**config.mk**
```make
export PLATFORM = sky130hd
export DESIGN_NAME = uar_rx_param
export DESIGN_NICKNAME = d
export VERILOG_FILES = /design/src/rtl/uar_pkg.sv /design/src/rtl/uar_rx_vote.sv /design/src/rtl/uar_synchro.sv /design/src/rtl/uar_rx_param.sv
export SDC_FILE = /design/constraint.sdc
export NUM_CORES = 1
export LEC_CHECK = 0
export CORE_MARGIN = 5
export CORE_UTILIZATION = 45
export CTS_CLUSTER_SIZE = 16
export DETAILED_ROUTE_END_ITERATION = 16
export PLACE_DENSITY = 0.75
export SYNTH_ARGS = -nofsm -noshare
export SYNTH_HDL_FRONTEND = slang
export SYNTH_SLANG_ARGS = --single-unit
```
**constraint.sdc**
```tcl
create_clock -name Clk -period 3.1 [get_ports Clk]
set_clock_uncertainty 0.05 [all_clocks]
set_input_delay 0.93 -clock Clk [delete_from_list [all_inputs] [get_ports Clk]]
set_output_delay 0.93 -clock Clk [all_outputs]
set_load 0.005 [all_outputs]
```
**src/rtl/uar_pkg.sv**
```systemverilog
// Shared types for the parametrised RS232 receiver.
// Parity modes, receiver FSM states and per-word flag bundle.
package uar_pkg;

  localparam logic [1:0] PAR_NONE = 2'd0;
  localparam logic [1:0] PAR_EVEN = 2'd1;
  localparam logic [1:0] PAR_ODD  = 2'd2;

  typedef enum logic [2:0] {
    ST_IDLE,
    ST_START,
    ST_DATA,
    ST_PARITY,
    ST_STOP1,
    ST_STOP2,
    ST_BRKWAIT
  } rx_state_t;

  typedef struct packed {
    logic parityErr;
    logic frameErr;
    logic overrun;
    logic breakDet;
  } rx_flags_t;

endpackage

```
**src/rtl/uar_rx_vote.sv**
```systemverilog
// Three-sample majority voter; the third sample is the live input,
// so the vote is ready on the same tick as the last strobe.
module uar_rx_vote (
  input  logic clk,
  input  logic rst_n,
  input  logic i_rx,
  input  logic i_s0,
  input  logic i_s1,
  input  logic i_s2,
  output logic o_dec,
  output logic o_bit
);

  logic r_a;
  logic r_b;

  always_ff @(posedge clk or negedge rst_n) begin
    if (!rst_n) begin
      r_a <= 1'b0;
      r_b <= 1'b0;
    end else begin
      if (i_s0) r_a <= i_rx;
      if (i_s1) r_b <= i_rx;
    end
  end

  assign o_dec = i_s2;
  assign o_bit = (r_a & r_b) | (r_a & i_rx) | (r_b & i_rx);

endmodule

```
**src/rtl/uar_synchro.sv**
```systemverilog
// Two-flop synchroniser for the asynchronous RS232 line.
// Resets to the line idle level so reset never looks like a start edge.
module uar_synchro #(
  parameter logic RST_VAL = 1'b1
) (
  input  logic clk,
  input  logic rst_n,
  input  logic i_d,
  output logic o_q
);

  logic r_meta;

  always_ff @(posedge clk or negedge rst_n) begin
    if (!rst_n) begin
      r_meta <= RST_VAL;
      o_q    <= RST_VAL;
    end else begin
      r_meta <= i_d;
      o_q    <= r_meta;
    end
  end

endmodule

```
**src/rtl/uar_rx_param.sv**
```systemverilog
// Parametrised RS232 receiver: majority voting, parity, 1/2 stop bits,
// break detection and a valid/ready holding register with overrun.
module uar_rx_param
  import uar_pkg::*;
#(
  parameter int DATA_W = 8,
  parameter int OVS    = 16
) (
  input  logic              Clk,
  input  logic              Rst_n,
  input  logic              tick,
  input  logic              RxEn,
  input  logic              Rx,
  input  logic [3:0]        nBits,
  input  logic [1:0]        parityMode,
  input  logic              twoStop,
  output logic [DATA_W-1:0] RxData,
  output logic              RxValid,
  input  logic              RxReady,
  output logic              parityErr,
  output logic              frameErr,
  output logic              overrun,
  output logic              breakDet
);

  // Counter restarts at each bit decision, so it never exceeds OVS+1.
  localparam int CNT_W = $clog2(OVS * 2);
  localparam logic [CNT_W-1:0] C_MID0 = CNT_W'(OVS / 2);
  localparam logic [CNT_W-1:0] C_MIDN = CNT_W'(OVS - 1);

  logic              w_rx;
  logic              w_s0;
  logic              w_s1;
  logic              w_s2;
  logic              w_dec;
  logic              w_bit;
  logic              w_act;
  logic              w_fall;
  logic              w_haspar;
  logic [3:0]        w_nb;
  logic [CNT_W-1:0]  w_tn;
  logic [CNT_W-1:0]  w_mid;

  rx_state_t         r_state;
  logic [CNT_W-1:0]  r_cnt;
  logic [3:0]        r_nbits;
  logic [3:0]        r_bit;
  logic [1:0]        r_pm;
  logic              r_two;
  logic              r_prev;
  logic              r_par;
  logic              r_any1;
  logic              r_perr;
  logic              r_ferr;
  logic              r_brk;
  logic              r_done;
  logic [DATA_W-1:0] r_data;
  logic [DATA_W-1:0] r_hold;
  logic              r_valid;
  rx_flags_t         r_flags;

  uar_synchro u_sync (
    .clk   (Clk),
    .rst_n (Rst_n),
    .i_d   (Rx),
    .o_q   (w_rx)
  );

  uar_rx_vote u_vote (
    .clk   (Clk),
    .rst_n (Rst_n),
    .i_rx  (w_rx),
    .i_s0  (w_s0),
    .i_s1  (w_s1),
    .i_s2  (w_s2),
    .o_dec (w_dec),
    .o_bit (w_bit)
  );

  always_comb begin
    w_nb = nBits;
    if (nBits < 4'd5 || int'(nBits) > DATA_W) w_nb = 4'(DATA_W);
  end

  assign w_act = r_state inside {ST_START, ST_DATA, ST_PARITY,
                                 ST_STOP1, ST_STOP2};
  assign w_mid = (r_state == ST_START) ? C_MID0 : C_MIDN;
  assign w_tn  = r_cnt + CNT_W'(1);
  assign w_s0  = tick & w_act & (w_tn == w_mid - CNT_W'(1));
  assign w_s1  = tick & w_act & (w_tn == w_mid);
  assign w_s2  = tick & w_act & (w_tn == w_mid + CNT_W'(1));
  assign w_fall = r_prev & ~w_rx & RxEn & (r_state == ST_IDLE);
  assign w_haspar = (r_pm == PAR_EVEN) | (r_pm == PAR_ODD);

  always_ff @(posedge Clk or negedge Rst_n) begin
    if (!Rst_n) begin
      r_state <= ST_IDLE;
      r_cnt   <= '0;
      r_nbits <= '0;
      r_bit   <= '0;
      r_pm    <= PAR_NONE;
      r_two   <= 1'b0;
      r_prev  <= 1'b1;
      r_par   <= 1'b0;
      r_any1  <= 1'b0;
      r_perr  <= 1'b0;
      r_ferr  <= 1'b0;
      r_brk   <= 1'b0;
      r_done  <= 1'b0;
      r_data  <= '0;
    end else begin
      r_prev <= w_rx;
      r_done <= 1'b0;
      if (tick && w_act) begin
        if (w_dec) r_cnt <= '0;
        else if (r_cnt != '1) r_cnt <= w_tn;
      end
      unique case (r_state)
        ST_IDLE: if (w_fall) begin
          r_state <= ST_START;
          r_cnt   <= '0;
          r_nbits <= w_nb;
          r_pm    <= parityMode;
          r_two   <= twoStop;
          r_bit   <= '0;
          r_data  <= '0;
          r_par   <= 1'b0;
          r_any1  <= 1'b0;
          r_perr  <= 1'b0;
          r_ferr  <= 1'b0;
          r_brk   <= 1'b0;
        end
        ST_START: if (w_dec) begin
          r_state <= w_bit ? ST_IDLE : ST_DATA;
        end
        ST_DATA: if (w_dec) begin
          r_data <= r_data | (DATA_W'(w_bit) << r_bit);
          r_par  <= r_par ^ w_bit;
          r_any1 <= r_any1 | w_bit;
          r_bit  <= r_bit + 4'd1;
          if (r_bit == r_nbits - 4'd1)
            r_state <= w_haspar ? ST_PARITY : ST_STOP1;
        end
        ST_PARITY: if (w_dec) begin
          r_perr  <= r_par ^ w_bit ^ (r_pm == PAR_ODD);
          r_any1  <= r_any1 | w_bit;
          r_state <= ST_STOP1;
        end
        ST_STOP1: if (w_dec) begin
          r_ferr <= ~w_bit;
          if (~w_bit & ~r_any1) begin
            r_brk   <= 1'b1;
            r_done  <= 1'b1;
            r_state <= ST_BRKWAIT;
          end else if (r_two) begin
            r_state <= ST_STOP2;
          end else begin
            r_done  <= 1'b1;
            r_state <= ST_IDLE;
          end
        end
        ST_STOP2: if (w_dec) begin
          r_ferr  <= r_ferr | ~w_bit;
          r_done  <= 1'b1;
          r_state <= ST_IDLE;
        end
        ST_BRKWAIT: if (w_rx) r_state <= ST_IDLE;
        default: r_state <= ST_IDLE;
      endcase
    end
  end

  // A word arriving while the held one is unaccepted is dropped.
  always_ff @(posedge Clk or negedge Rst_n) begin
    if (!Rst_n) begin
      r_hold  <= '0;
      r_valid <= 1'b0;
      r_flags <= '0;
    end else if (r_done) begin
      if (!r_valid || RxReady) begin
        r_hold  <= r_data;
        r_valid <= 1'b1;
        r_flags <= {r_perr, r_ferr, 1'b0, r_brk};
      end else begin
        r_flags.overrun <= 1'b1;
      end
    end else if (r_valid && RxReady) begin
      r_valid <= 1'b0;
      r_flags <= '0;
    end
  end

  assign RxData    = r_hold;
  assign RxValid   = r_valid;
  assign parityErr = r_flags.parityErr;
  assign frameErr  = r_flags.frameErr;
  assign overrun   = r_flags.overrun;
  assign breakDet  = r_flags.breakDet;

endmodule

```
* Yosys cells after proc, flatten, opt, wreduce, memory -nomap -nowiden *
Cells that the tools add are included.
Widths: inputs -> output; s select.

storage, ports and cells
  register bits after elaboration = 51
  bits in latches = 0
  bits in writable memories = 0
  ROM bits = 0
  input port bits = 13
  output and inout bits = 13
  memories kept = 0

operators by class
  $add $sub $neg = 5
  multipliers = 0
  div/mod/pow operators = 0
  $lt $le $gt $ge = 2
  equality and inequality tests = 24
  shift-type cells = 1
  mux-type cells = 52
  bitwise operators = 22
  reduce and logical (&&, ||, !) cells = 23

operators with widths
  operator             count
  $mux 3               12
  $mux 5               5
  $pmux 3 s7           1
  $mux 4               5
  $ne 2x1->1 const B   10
  $mux 1               17
  $mux 8               2
  $pmux 8 s2           1
  $and 1x1->1          11
  $eq 5x5->1           2
  $pmux 1 s2           5
  $reduce_bool 2->1    5
  $eq 3x3->1 const B   3
  $reduce_and 3->1     3
  $or 8x8->8           1
  $pmux 4 s2           1
  $reduce_and 4->1     2
  $reduce_and 8->1     1
  $shl 1x4->8          1
  $eq 3x2->1 const B   2
  $reduce_and 2->1     3
  $add 4x1->5 const B  1
  $add 5x1->5 const B  1
  $eq 5x4->1           1
  23 further kinds     33

* Logic depth before layout (Yosys ltp) *
  depth after elaboration = 9
  mapped depth = 8
  gate-level depth less buffers = 7

* Cells and area by module *
A second synthesis with hierarchy kept.

second synthesis, totals
  cells, all modules = 261
  area total of the unflattened synthesis = 2526.2 sq um

by module, submodules not included
  module        times used  cells an instance  area each (sq um)
  uar_rx_param  1           253                2382.3
  uar_rx_vote   1           6                  91.3
  uar_synchro   1           2                  52.6

* Worst setup path before layout *
No wires, ideal clock.

  kind = register to register
  from = register r_cnt[0]
  to = register r_brk
  setup time = 0.076 ns
  arrival = 2.171 ns
  path slack = 0.803 ns
  cell stages (with the launch flop) = 8
  buffers on the path = 0
  period minus slack after synthesis = 2.297 ns
  path through = dfrtp_1 ha_1 nand3_1 ha_1 nand2b_1 mux2_2 or4_1 o21ai_1

between the ends
  longest elaborated chain between the ends = 5

RTL lines
  element                            RTL line             text
  start, declared                    uar_rx_param.sv:45   logic [CNT_W-1:0] r_cnt;
  start signal, assigned             uar_rx_param.sv:116  else if (r_cnt != '1) r_cnt <= w_tn;
  $add 5x1->5                        uar_rx_param.sv:88   assign w_tn = r_cnt + CNT_W'(1);
  $eq 5x5->1                         uar_rx_param.sv:91   assign w_s2 = tick & w_act & (w_tn == w_mid + CNT_W'(1));
  $and 1x1->1                        uar_rx_param.sv:91
  $ne 2x1->1 (no source line)        -
  $reduce_and 4->1 (no source line)  -
  end signal, assigned               uar_rx_param.sv:108  r_brk <= 1'b0;
  end signal, assigned               uar_rx_param.sv:131  r_brk <= 1'b0;
  end signal, assigned               uar_rx_param.sv:152  r_brk <= 1'b1;
  end, declared                      uar_rx_param.sv:55   logic r_brk;

Every way passes these cells.
A chain may end at the register's enable or synchronous reset.

* Worst setup path in the final report *
  from = register r_cnt[0]
  to = register r_data[4]

between the ends
  longest elaborated chain between the ends = 5

RTL lines
  element                            RTL line             text
  $add 5x1->5                        uar_rx_param.sv:88
  $eq 5x5->1                         uar_rx_param.sv:91
  $and 1x1->1                        uar_rx_param.sv:91
  $ne 2x1->1 (no source line)        -
  $reduce_and 3->1 (no source line)  -
  end signal, assigned               uar_rx_param.sv:137  r_data <= r_data | (DATA_W'(w_bit) << r_bit);
  end, declared                      uar_rx_param.sv:57   logic [DATA_W-1:0] r_data;

Every way passes these cells.

==> reports/metrics.cfg <==
[run_status]
status=complete, no violations

[clock_network]
cts_made_buffers=5
cts.htree.levels=2
ctsHoldBuffers=0
cts_resized=0
clockBufferDepth=2
cts_tree=yes
cts_root_buffer=clkbuf_8
cts_setup_buffers=0
clk_pin_slew_ns=0.09
clk_latency_ns=0.31
cts.sinks=51

[yosys]
syn_inst=271
synth_compound_area_share_pct=15.57
synth-adder-area-share_pct=3.229
synth_top_area_share_pct=45.58
yosysTopAreaCell=dfrtp_1
synth_flop_cell=dfrtp_1
yosysSeqAreaShare_pct=48.58
synth-xor-area-share_pct=3.989
synth_top_family_by_area=simple AND/OR/NAND/NOR gates
synthArstFlopShare_pct=100.0
synth_area_um2=2635
synth_warnings=0
synthMuxAreaShare_pct=2.374
synthSimpleGateAreaFrac_pct=22.84
syn-num-nets=290
synth_common_cells=dfrtp_1, nand2_1, nor2_1
synth_area_leaders=dfrtp_1, nand2_1, dfstp_2
ys_seq_elements=51
synth_edf_count=0
synth_area_per_cell_um2=9.723
yosysUniqueCellTypes=53

[sta]
whs_ns=0.3150
worst_slack_ns=0.3780
rsz0062_at_grt=no
worst_pin_slew_ns=0.6520
tns_ns=0
setup_violations=0
relSlewSlack_pct=56.53
hold_viol_final=0
finalMaxSlewViolations=0
fin_crit_sh_pct=87.81
finalCriticalPeriod_ns=2.722
fmax_ghz=0.3674

[grt]
grt_pass1_vias=2048
grt_remaining_overflow=0
grt_pass1_wl_um=9729
groute.usage.overall_pct=16.13
antenna_found_initial=0
grt_max_degree=52

[detailed_routing]
drc=0
viasPerCell=5.668
wl_um=5443
drtIter0Drc=133
first_pass_iters=4
route.vias.total=2103
detail-route-antenna-nets=0
routedWlPerCell_um=14.67

[die]
coreArea_um2=5608
die_area_um2=7486
rows=27
die_h_um=86.52
ios=26
start_util_pct=46.99
die_x_um=86.52

[worst_setup_path]
ff2ff_setup_slack_ns=0.38
crit_path_end_kind=flop
cp-start-kind=flop
path_max_fanout=16
crit_type=flop to flop
crit_arrival_ns=2.92
crit_required_ns=3.30

[power]
power.total_mw=1.996
ir_worst_vdd_mv=0.2888
p_per_area_nw_per_um2=648.4
power_leakage_nw=1.388

[cells_and_area]
nets=317
drive_gt1_share_pct=8.361
fill_cells=513
seq_area_um2=1280
synthToLayoutAreaGrowth_pct=16.81
final_area_um2=3078
multi_input_area_um2=1265
antennaDiodeCount=0

[placed_design]
post-place-ws_ns=0.2835
place_hpwl_um=3877
portBuffers=25
placed_area_um2=2963
gp_routability_congestion=0.8744

[job]
max-cap-violations=0

[hold_path]
hp-class=flop to flop

state kept, by name (all words and copies together) (netlist names), 2 cells and up:
name	count
r_state	3
RxData	8
r_pm	2
r_bit	4
r_cnt	5
r_data	8
r_nbits	4
worst max-delay path, stage by stage, from the launching register on:
cell and delay (ns):
dfrtp_1 0.51, ha_1 0.27, nand3_1 0.12, ha_1 0.37
nand2b_1 0.19, mux2_2 0.42, nor4_4 0.49, a32o_1 0.24
per-layer routing:
layer	GRT usage (%)	routed length (um)	up-vias
met2	26.29	2708	55
met1	21.56	2434	1032
met4	5.524	78	0
li1	-	-	1007
met5	0	0	-
met3	3.042	221	9
power breakdown:
group	switching, mW	internal (mW)
Sequential	0.111	0.755
Combinational	0.381	0.278
Clock	0.227	0.243
per-stage QoR:
step | instances | utilization (%)
6_report | 371 | 54.89
5_1_grt | 371 | 54.89
4_1_cts | 371 | 54.89
3_5_place_dp | 363 | 52.83
3_3_place_gp | 363 | 52.83
2_1_floorplan | 271 | -
cells in the final DEF (no fill, tap or decap), types with 8 or more instances in the layout:
master           count
nor2_1              19
inv_1               12
nand3_1             10
dfrtp_1             48
nor3_1               8
clkdlybuf4s50_1     24
nand2b_1             9
o21ai_0             11
nand2_1             48
final cells by class:
cell class / count / share of cell area, %
timing repair buffer: 30 / 9.187
clock buffer: 5 / 2.236
tap: 72 / 2.927
clock inverter: 3 / 1.504
multi-input combinational: 198 / 41.10
inverter: 12 / 1.463
sequential: 51 / 41.59
worst paths after layout:
kind,start,end,cells after the start
max,r_cnt[0],r_data[4],7
min,u_sync.r_meta,u_sync.o_q,0
max reg2reg,r_cnt[0],r_data[4],7
min reg2reg,u_sync.r_meta,u_sync.o_q,0
max in group asynchronous,Rst_n,r_cnt[0],2
min in group asynchronous,Rst_n,r_pm[1],2
cell families after synthesis:
| logic type | count (synthesis) |
|---|---|
| adder cells (fa/ha/maj) | 7 |
| flip-flops | 51 |
| multiplexers | 6 |
| AO/OA/AOI/OAI | 55 |
| XOR/XNOR | 12 |
| buffers and inverters | 22 |
| AND/OR/NAND/NOR | 118 |
Power figures use the tool's default switching activity.
